===== src/rtl/mux_seq_pkg.sv =====
// Shared definitions for the mux select sequencer: FSM state encodings,
// last select value and default rate-divider settings.
package mux_seq_pkg;

  typedef enum logic [1:0] {
    ST_IDLE = 2'd0,
    ST_RUN  = 2'd1,
    ST_DONE = 2'd2
  } state_e;

  localparam logic [2:0] SEL_LAST = 3'd6;
  localparam int         DEF_DIV  = 50_000_000;
  localparam int         DEF_CW   = 26;

endpackage


===== src/rtl/rate_divider.sv =====
// Step-rate counter: counts enabled clocks 0..DIV-1 and flags the last one.
// o_tick is decoded from registered state so it clears with async reset.
module rate_divider #(
  parameter int DIV = 50_000_000,
  parameter int CW  = 26
) (
  input  logic i_clock,
  input  logic i_reset,
  input  logic i_clr,
  input  logic i_en,
  output logic o_tick
);

  localparam logic [CW-1:0] LAST = CW'(DIV - 1);

  logic [CW-1:0] r_count;
  logic          w_at_last;

  assign w_at_last = (r_count == LAST);
  assign o_tick    = i_en & w_at_last;

  // Count position within the current select step; wraps at DIV-1.
  always_ff @(posedge i_clock or posedge i_reset) begin
    if (i_reset) begin
      r_count <= '0;
    end else if (i_clr) begin
      r_count <= '0;
    end else if (i_en) begin
      if (w_at_last) begin
        r_count <= '0;
      end else begin
        r_count <= r_count + CW'(1);
      end
    end else begin
      r_count <= r_count;
    end
  end

endmodule


===== src/rtl/mux_sel_sequencer.sv =====
// Steps a 7:1 mux select through 0..6, DIV clocks per value, after latching
// a pattern on start. Define SCAN_LOOP_EN to repeat passes until stop.
module mux_sel_sequencer
  import mux_seq_pkg::*;
#(
  parameter int DIV     = DEF_DIV,
  parameter int CW      = DEF_CW,
  parameter int NUM_SEL = int'(SEL_LAST) + 1
) (
  input  logic       i_clock,
  input  logic       i_reset,
  input  logic       i_start,
  input  logic       i_stop,
  input  logic [6:0] i_pattern,
  output logic [6:0] o_pattern_q,
  output logic [2:0] o_sel,
  output logic       o_tick,
  output logic       o_busy,
  output logic       o_done
);

  localparam logic [2:0] LAST = 3'(NUM_SEL - 1);

  state_e     r_state;
  logic [2:0] r_sel;
  logic [6:0] r_pattern_q;
  logic       r_busy;
  logic       r_done;
  logic       w_accept;
  logic       w_abort;
  logic       w_clr;
  logic       w_en;
  logic       w_tick;

  // Decode which control inputs are honoured in the current state.
  always_comb begin
    w_accept = 1'b0;
    w_abort  = 1'b0;
    case (r_state)
      ST_IDLE: w_accept = i_start & ~i_stop;
      ST_RUN:  w_abort  = i_stop;
      default: begin
        w_accept = 1'b0;
        w_abort  = 1'b0;
      end
    endcase
    w_clr = w_accept | w_abort;
  end

  assign w_en = (r_state == ST_RUN);

  rate_divider #(
    .DIV (DIV),
    .CW  (CW)
  ) u_rate_divider (
    .i_clock (i_clock),
    .i_reset (i_reset),
    .i_clr   (w_clr),
    .i_en    (w_en),
    .o_tick  (w_tick)
  );

  // Sequencer FSM with select, latched pattern and status registers.
  always_ff @(posedge i_clock or posedge i_reset) begin
    if (i_reset) begin
      r_state     <= ST_IDLE;
      r_sel       <= 3'd0;
      r_pattern_q <= 7'd0;
      r_busy      <= 1'b0;
      r_done      <= 1'b0;
    end else begin
      case (r_state)
        ST_IDLE: begin
          r_done <= 1'b0;
          r_sel  <= 3'd0;
          if (w_accept) begin
            r_state     <= ST_RUN;
            r_pattern_q <= i_pattern;
            r_busy      <= 1'b1;
          end else begin
            r_state <= ST_IDLE;
            r_busy  <= 1'b0;
          end
        end
        ST_RUN: begin
          if (w_abort) begin
            r_state <= ST_IDLE;
            r_sel   <= 3'd0;
            r_busy  <= 1'b0;
            r_done  <= 1'b0;
          end else if (w_tick) begin
            if (r_sel < LAST) begin
              r_sel  <= r_sel + 3'd1;
              r_done <= 1'b0;
            end else begin
`ifdef SCAN_LOOP_EN
              r_sel  <= 3'd0;
              r_done <= 1'b1;
`else
              // sel stays on the last value for the single DONE cycle
              r_state <= ST_DONE;
              r_busy  <= 1'b0;
              r_done  <= 1'b1;
`endif
            end
          end else begin
            r_done <= 1'b0;
          end
        end
        ST_DONE: begin
          r_state <= ST_IDLE;
          r_sel   <= 3'd0;
          r_busy  <= 1'b0;
          r_done  <= 1'b0;
        end
        default: begin
          r_state <= ST_IDLE;
          r_sel   <= 3'd0;
          r_busy  <= 1'b0;
          r_done  <= 1'b0;
        end
      endcase
    end
  end

  assign o_pattern_q = r_pattern_q;
  assign o_sel       = r_sel;
  assign o_tick      = w_tick;
  assign o_busy      = r_busy;
  assign o_done      = r_done;

endmodule


===== config.mk =====
export PLATFORM = sky130hd
export DESIGN_NAME = mux_sel_sequencer
export DESIGN_NICKNAME = d
export VERILOG_FILES = /design/src/rtl/mux_seq_pkg.sv /design/src/rtl/rate_divider.sv /design/src/rtl/mux_sel_sequencer.sv
export SDC_FILE = /design/constraint.sdc
export NUM_CORES = 1
export LEC_CHECK = 0
export ABC_AREA = 1
export CAP_MARGIN = 20
export CORE_MARGIN = 5
export CORE_UTILIZATION = 48
export CTS_CLUSTER_DIAMETER = 200
export DETAILED_ROUTE_END_ITERATION = 10
export PLACE_DENSITY = 0.69
export RECOVER_POWER = 50
export SKIP_CTS_REPAIR_TIMING = 1
export SYNTH_ARGS = -nofsm -noshare
export SYNTH_HDL_FRONTEND = slang
export SYNTH_HIERARCHICAL = 1
export SYNTH_SLANG_ARGS = --single-unit

===== constraint.sdc =====
create_clock -name i_clock -period 2.19 [get_ports i_clock]
set_input_delay 0.438 -clock i_clock [delete_from_list [all_inputs] [get_ports i_clock]]
set_output_delay 0.438 -clock i_clock [all_outputs]
set_load 0.01 [all_outputs]

# Word-level counts from Yosys, hierarchy flattened
# Cells that the tools add are included.
dict set report classes {
  addsub 2
  n_lt_le_gt_ge 1
  eq_ne 5
  n_mux 23
  bitwise 4
  n_reduce_logical 5
}
# op n
set ops {}
lappend ops {{2-to-1 mux 26 bit} 3}
lappend ops {{adder 26 x 1 -> 26 bit, second input constant} 1}
lappend ops {{== test 26 bit, second input constant} 1}
lappend ops {{2-to-1 mux 3 bit} 4}
lappend ops {{2-to-1 mux 1 bit} 11}
lappend ops {{!= test 3 bit, second input constant} 3}
lappend ops {{2-to-1 mux 2 bit} 3}
lappend ops {{AND reduction 2 bit} 3}
lappend ops {{one-hot mux 2 bit (2 select lines)} 1}
lappend ops {{adder 3 x 1 -> 3 bit, second input constant} 1}
lappend ops {{less-than comparator 3 bit, second input constant} 1}
lappend ops {{bitwise AND 1 bit} 2}
lappend ops {{== test 2 x 1 -> 1 bit, second input constant} 1}
lappend ops {{logical NOT 2 bit} 1}
lappend ops {{one-hot mux 1 bit (2 select lines)} 1}
lappend ops {{nonzero test 2 bit} 1}
lappend ops {{NOT 1 bit} 1}
lappend ops {{OR 1 bit} 1}
dict set report word_totals {
  ff_bits 40
  inputBits 11
  output_inout_bits 13
  wordCells 46
}

# Longest topological paths before layout
dict set report logic_depth {
  word_depth 5
  mapped_depth 13
  depth_no_buf 13
}

# Cells and area by module
# The synthesis kept the hierarchy.
# mod n_inst cells_per_inst area_each_um2 seq_area_each_um2
set modules_own_cells {}
lappend modules_own_cells {rate_divider 1 237 1640.3 650.6}
lappend modules_own_cells {mux_sel_sequencer 1 71 638.1 350.3}

# Worst setup path before layout
# OpenSTA, ideal clock, no wires.
dict set report synth_path {
  kind {input -> register}
  start {in i_stop}
  end {reg u_rate_divider.r_count[11]}
  setup_time_ns 0.121
  arrival_time_ns 1.664
  t_required_ns 2.069
  slack_ns 0.405
  stages 10
  n_path_buf 0
  cell_sequence {nor2_4 nand3_4 nand2_1 nor2_4 nor2_1 nand2_2 nor2_4 nand2_1 o21ai_0 nor2_1}
}
dict set report synth_via {
  elab_chain_cells 5
  word_cells_on_any_way 7
  classes_between {mux (3); bitwise (3); reduce/logical (1)}
}
# element line_no
set synth_rtl {}
lappend synth_rtl {{start, declared} mux_sel_sequencer.sv:13} ;# input logic i_stop,
lappend synth_rtl {{NOT 1 bit} mux_sel_sequencer.sv:40} ;# ST_IDLE: w_accept = i_start & ~i_stop;
lappend synth_rtl {{bitwise AND 1 bit} mux_sel_sequencer.sv:40}
lappend synth_rtl {{2-to-1 mux 1 bit} mux_sel_sequencer.sv:39} ;# case (r_state)
lappend synth_rtl {{OR 1 bit (*)} mux_sel_sequencer.sv:47} ;# w_clr = w_accept | w_abort;
lappend synth_rtl {{named net w_clr} mux_sel_sequencer.sv:31} ;# logic w_clr;
lappend synth_rtl {{2-to-1 mux 26 bit or nonzero test 2 bit (tied branches)} -}
lappend synth_rtl {{end signal, assigned} rate_divider.sv:32} ;# r_count <= r_count + CW'(1);
lappend synth_rtl {{end signal, assigned} rate_divider.sv:35} ;# r_count <= r_count;
lappend synth_rtl {{end, declared} rate_divider.sv:16} ;# logic [CW-1:0] r_count;
# The timed path passes the listed nets; every way through them passes the cells marked *.
# A chain may end at the register's enable or synchronous reset.

# Worst setup path after layout
dict set report layout_path {
  start {reg u_rate_divider.r_count[1]}
  end {out o_tick}
}
dict set report layout_via {
  elab_chain_cells 2
}
# element line_no
set layout_rtl {}
lappend layout_rtl {{== test 26 bit} rate_divider.sv:19} ;# assign w_at_last = (r_count == LAST);
lappend layout_rtl {{bitwise AND 1 bit} rate_divider.sv:20} ;# assign o_tick = i_en & w_at_last;
lappend layout_rtl {{end, declared} mux_sel_sequencer.sv:17} ;# output logic o_tick,
# No other way between the ends.

==> qor.txt <==
Setup Skew -> 0.00551 ns
Peak supply drop -> 0.000338 V
Reg2Reg Depth -> 11
Antenna-violating nets left -> 0
Critical Path RT -> 1.75 ns
Initial antenna violation count -> 0
Final Hold Fails -> 0
Slowest stage delay, CP -> 0.38 ns
Leak -> 1.33 nW
Post-Syn Instances -> 308
GRT Util Overall -> 0.192
Worst Path Buf+Inv -> 1
Core Rows -> 25
Synth warn -> 6
Net Sw Frac -> 0.262
Sequential Power Share -> 0.500
RSZ-0062 raised after global routing -> false
Die Wd -> 78.9 µm
DRC -> 0
Total grt overflow -> 0
Cell area after synthesis -> 0.00228 mm²
Wire length per cell -> 12.8 µm
Reg2reg end -> u_rate_divider/r_count[25]
Worst Hold Launch -> o_pattern_q[5]
# diodes -> 0
Sequential cell area fraction in the yosys report -> 0.439
DR pass1 iterations -> 5
Crit-path most repeated cell -> nand2_1
Clock tree from TritonCTS -> yes
Worst Path Arrival -> 1.61 ns
Worst Setup Path Type -> register to output pin
Worst Hold End -> o_pattern_q[5]
DRT iter0 DRCs -> 175
Power Density -> 569 mW/mm²
Mapped Avg Cell Area -> 7.40 µm²
Net Sw Power -> 0.000426 W
Hold path cells -> 2
Fmax -> 489 MHz
Clock share of power -> 0.326
Port buffer count -> 23
Layout cells sized above 1 -> 0.151
Worst-skew pair later-pin latency -> 0.29 ns
Final period utilization -> 0.933
Post-DP HPWL -> 4150 µm
Total number of vias -> 2103
Crit path max fanout -> 3
#FFs+latches synth -> 40
Setup TNS -> 0 ns
# setup viols final -> 0
Die ar. -> 0.00622 mm²
Outcome -> complete, no violations
Yosys cell types -> 24
Vias in the first global route -> 2058
Fillcell total -> 424
CP Launch Type -> register
Total power -> 0.00163 W
H-Tree Depth -> 2
Routed WL -> 5340 µm
Endpoint class of the critical path -> output pin
First-pass GRT wire length -> 9400 µm
Crit path cell chain -> ha_1 > nand2_1 > nand3b_1 > nor2_1 > nand2_1 > nor2_2 > clkbuf_2
Final Wtd Congestion -> 0.884
Total of max-cap violations -> 0
Reg-to-Reg Start -> r_state[0]
Placeable core area -> 0.00466 mm²
Clock sinks -> 40
Pint -> 0.00120 W
Most frequent cells in the layout -> nand2_1, nor2_1, dfrtp_1
Commonest non-fill, non-tap cell in the layout -> nand2_1
Largest net degree at the start of global routing -> 27
Ports -> 24
Worst-path clk slew -> 0.08 ns
Slowest cell on the critical path -> dfrtp_1
R2r setup slk -> 0.38 ns
Gate power share -> 0.175
Total CTS buffers -> 5
Min Tclk post-route -> 2.04 ns
Vias per cell -> 5.03
Starting Density -> 0.489
Clock Tree Buf Depth -> 2
Final max-slew violation count -> 0
Area Growth Syn to Fin -> 25.6%
Crit-path leading delay family -> simple AND/OR/NAND/NOR gates
Nets@finish -> 377
Net Count, Synth -> 321
Worst Max-Slew Pin Slew -> 0.674 ns
Max_slew headroom -> 0.550
Worst min path class -> register to register
Die height -> 78.9 µm
CTS Root Cell -> clkbuf_8
logic make-up after synthesis:
group,after synthesis,share of synthesized area
AOI/OAI and AO/OA,9,0.0214
xor gates and xnor gates,9,0.0346
adders and majority gates,2,0.0110
buffers and inverters,44,0.0807
DFF,40,0.439
and+or+nand+nor,204,0.413
registers in the layout, indices dropped and copies added (netlist names):
register / count
u_rate_divider/r_count: 26
o_pattern_q: 7
r_state: 2
o_done: 1
o_busy: 1
o_sel: 3
metrics by stage:
stage	instance area, µm²	instances	util	worst slack (ns)	hold slack (ns)
final	2860	418	0.614	0.146	0.472
after global routing	2860	418	0.614	0.0170	0.515
after CTS	2880	418	0.617	-0.332	0.478
after detailed placement	2780	411	0.597	-0.0232	0.459
after global placement	2780	411	0.597	-0.0235	0.453
after floorplan	2280	308	-	0.405	0.327
metal layers:
layer / routed length [µm] / track usage / vias to the layer above
met5: 0 / 0 / -
met3: 292 / 0.0431 / 10
met4: 124 / 0.0687 / 0
met2: 2600 / 0.329 / 50
met1: 2320 / 0.236 / 960
li1: - / - / 1083
power groups by stage:
| stage | Sequential [W] | Clock [W] | Combinational (W) |
|---|---|---|---|
| after floorplan | 0.000838 | 0 | 0.000133 |
| after global routing | 0.000820 | 0.000584 | 0.000313 |
| after global placement | 0.000827 | 0 | 0.000287 |
| after detailed placement | 0.000828 | 0 | 0.000291 |
| final | 0.000813 | 0.000530 | 0.000285 |
| after CTS | 0.000814 | 0.000550 | 0.000292 |
cells in the mapped netlist:
cell type / instances / area, µm²
dfrtp_1: 40 / 1000
xor2_1: 5 / 43.8
inv_2: 1 / 3.75
nor2_1: 57 / 214
ha_1: 2 / 25.0
nor3_1: 6 / 30.0
and2_1: 3 / 18.8
or2_2: 1 / 6.26
clkinv_2: 1 / 5.00
nor2_2: 3 / 18.8
nand3_1: 22 / 110
nor2_4: 6 / 67.6
nand2_2: 5 / 31.3
buf_2: 2 / 10.0
o21ai_0: 5 / 25.0
a221oi_1: 1 / 8.76
xnor2_1: 4 / 35.0
nand2_1: 80 / 300
inv_1: 38 / 143
nand4_1: 19 / 119
buf_6: 2 / 22.5
nand3_4: 1 / 17.5
a21oi_1: 3 / 15.0
nand3b_1: 1 / 7.51
cell type report:
type | count | area (µm²) | area share
multi-input cells | 224 | 1090 | 0.380
flip-flops and latches | 40 | 1000 | 0.350
repair buffers | 53 | 457 | 0.160
inverters | 40 | 151 | 0.0529
clock buffers | 7 | 96.3 | 0.0337
well taps | 54 | 67.6 | 0.0236
worst max path at each step:
stage / from / endpoint / slack [ns] / cells after the start
2_1_floorplan: i_stop / u_rate_divider/r_count[11] / 0.40 / 10
3_5_place_dp: i_stop / u_rate_divider/r_count[25] / -0.02 / 12
3_3_place_gp: i_stop / u_rate_divider/r_count[17] / -0.02 / 12
5_1_grt: i_stop / u_rate_divider/r_count[11] / 0.02 / 11
6_report: u_rate_divider/r_count[1] / o_tick / 0.15 / 7
4_1_cts: u_rate_divider/r_count[1] / o_tick / -0.33 / 7
tightest hold or removal path: stages (launching register included):
cell	delay, ns
dfrtp_1	0.35
nand2_1	0.05
nand2_1	0.05
No activity file was read; power rests on OpenSTA's default activity.
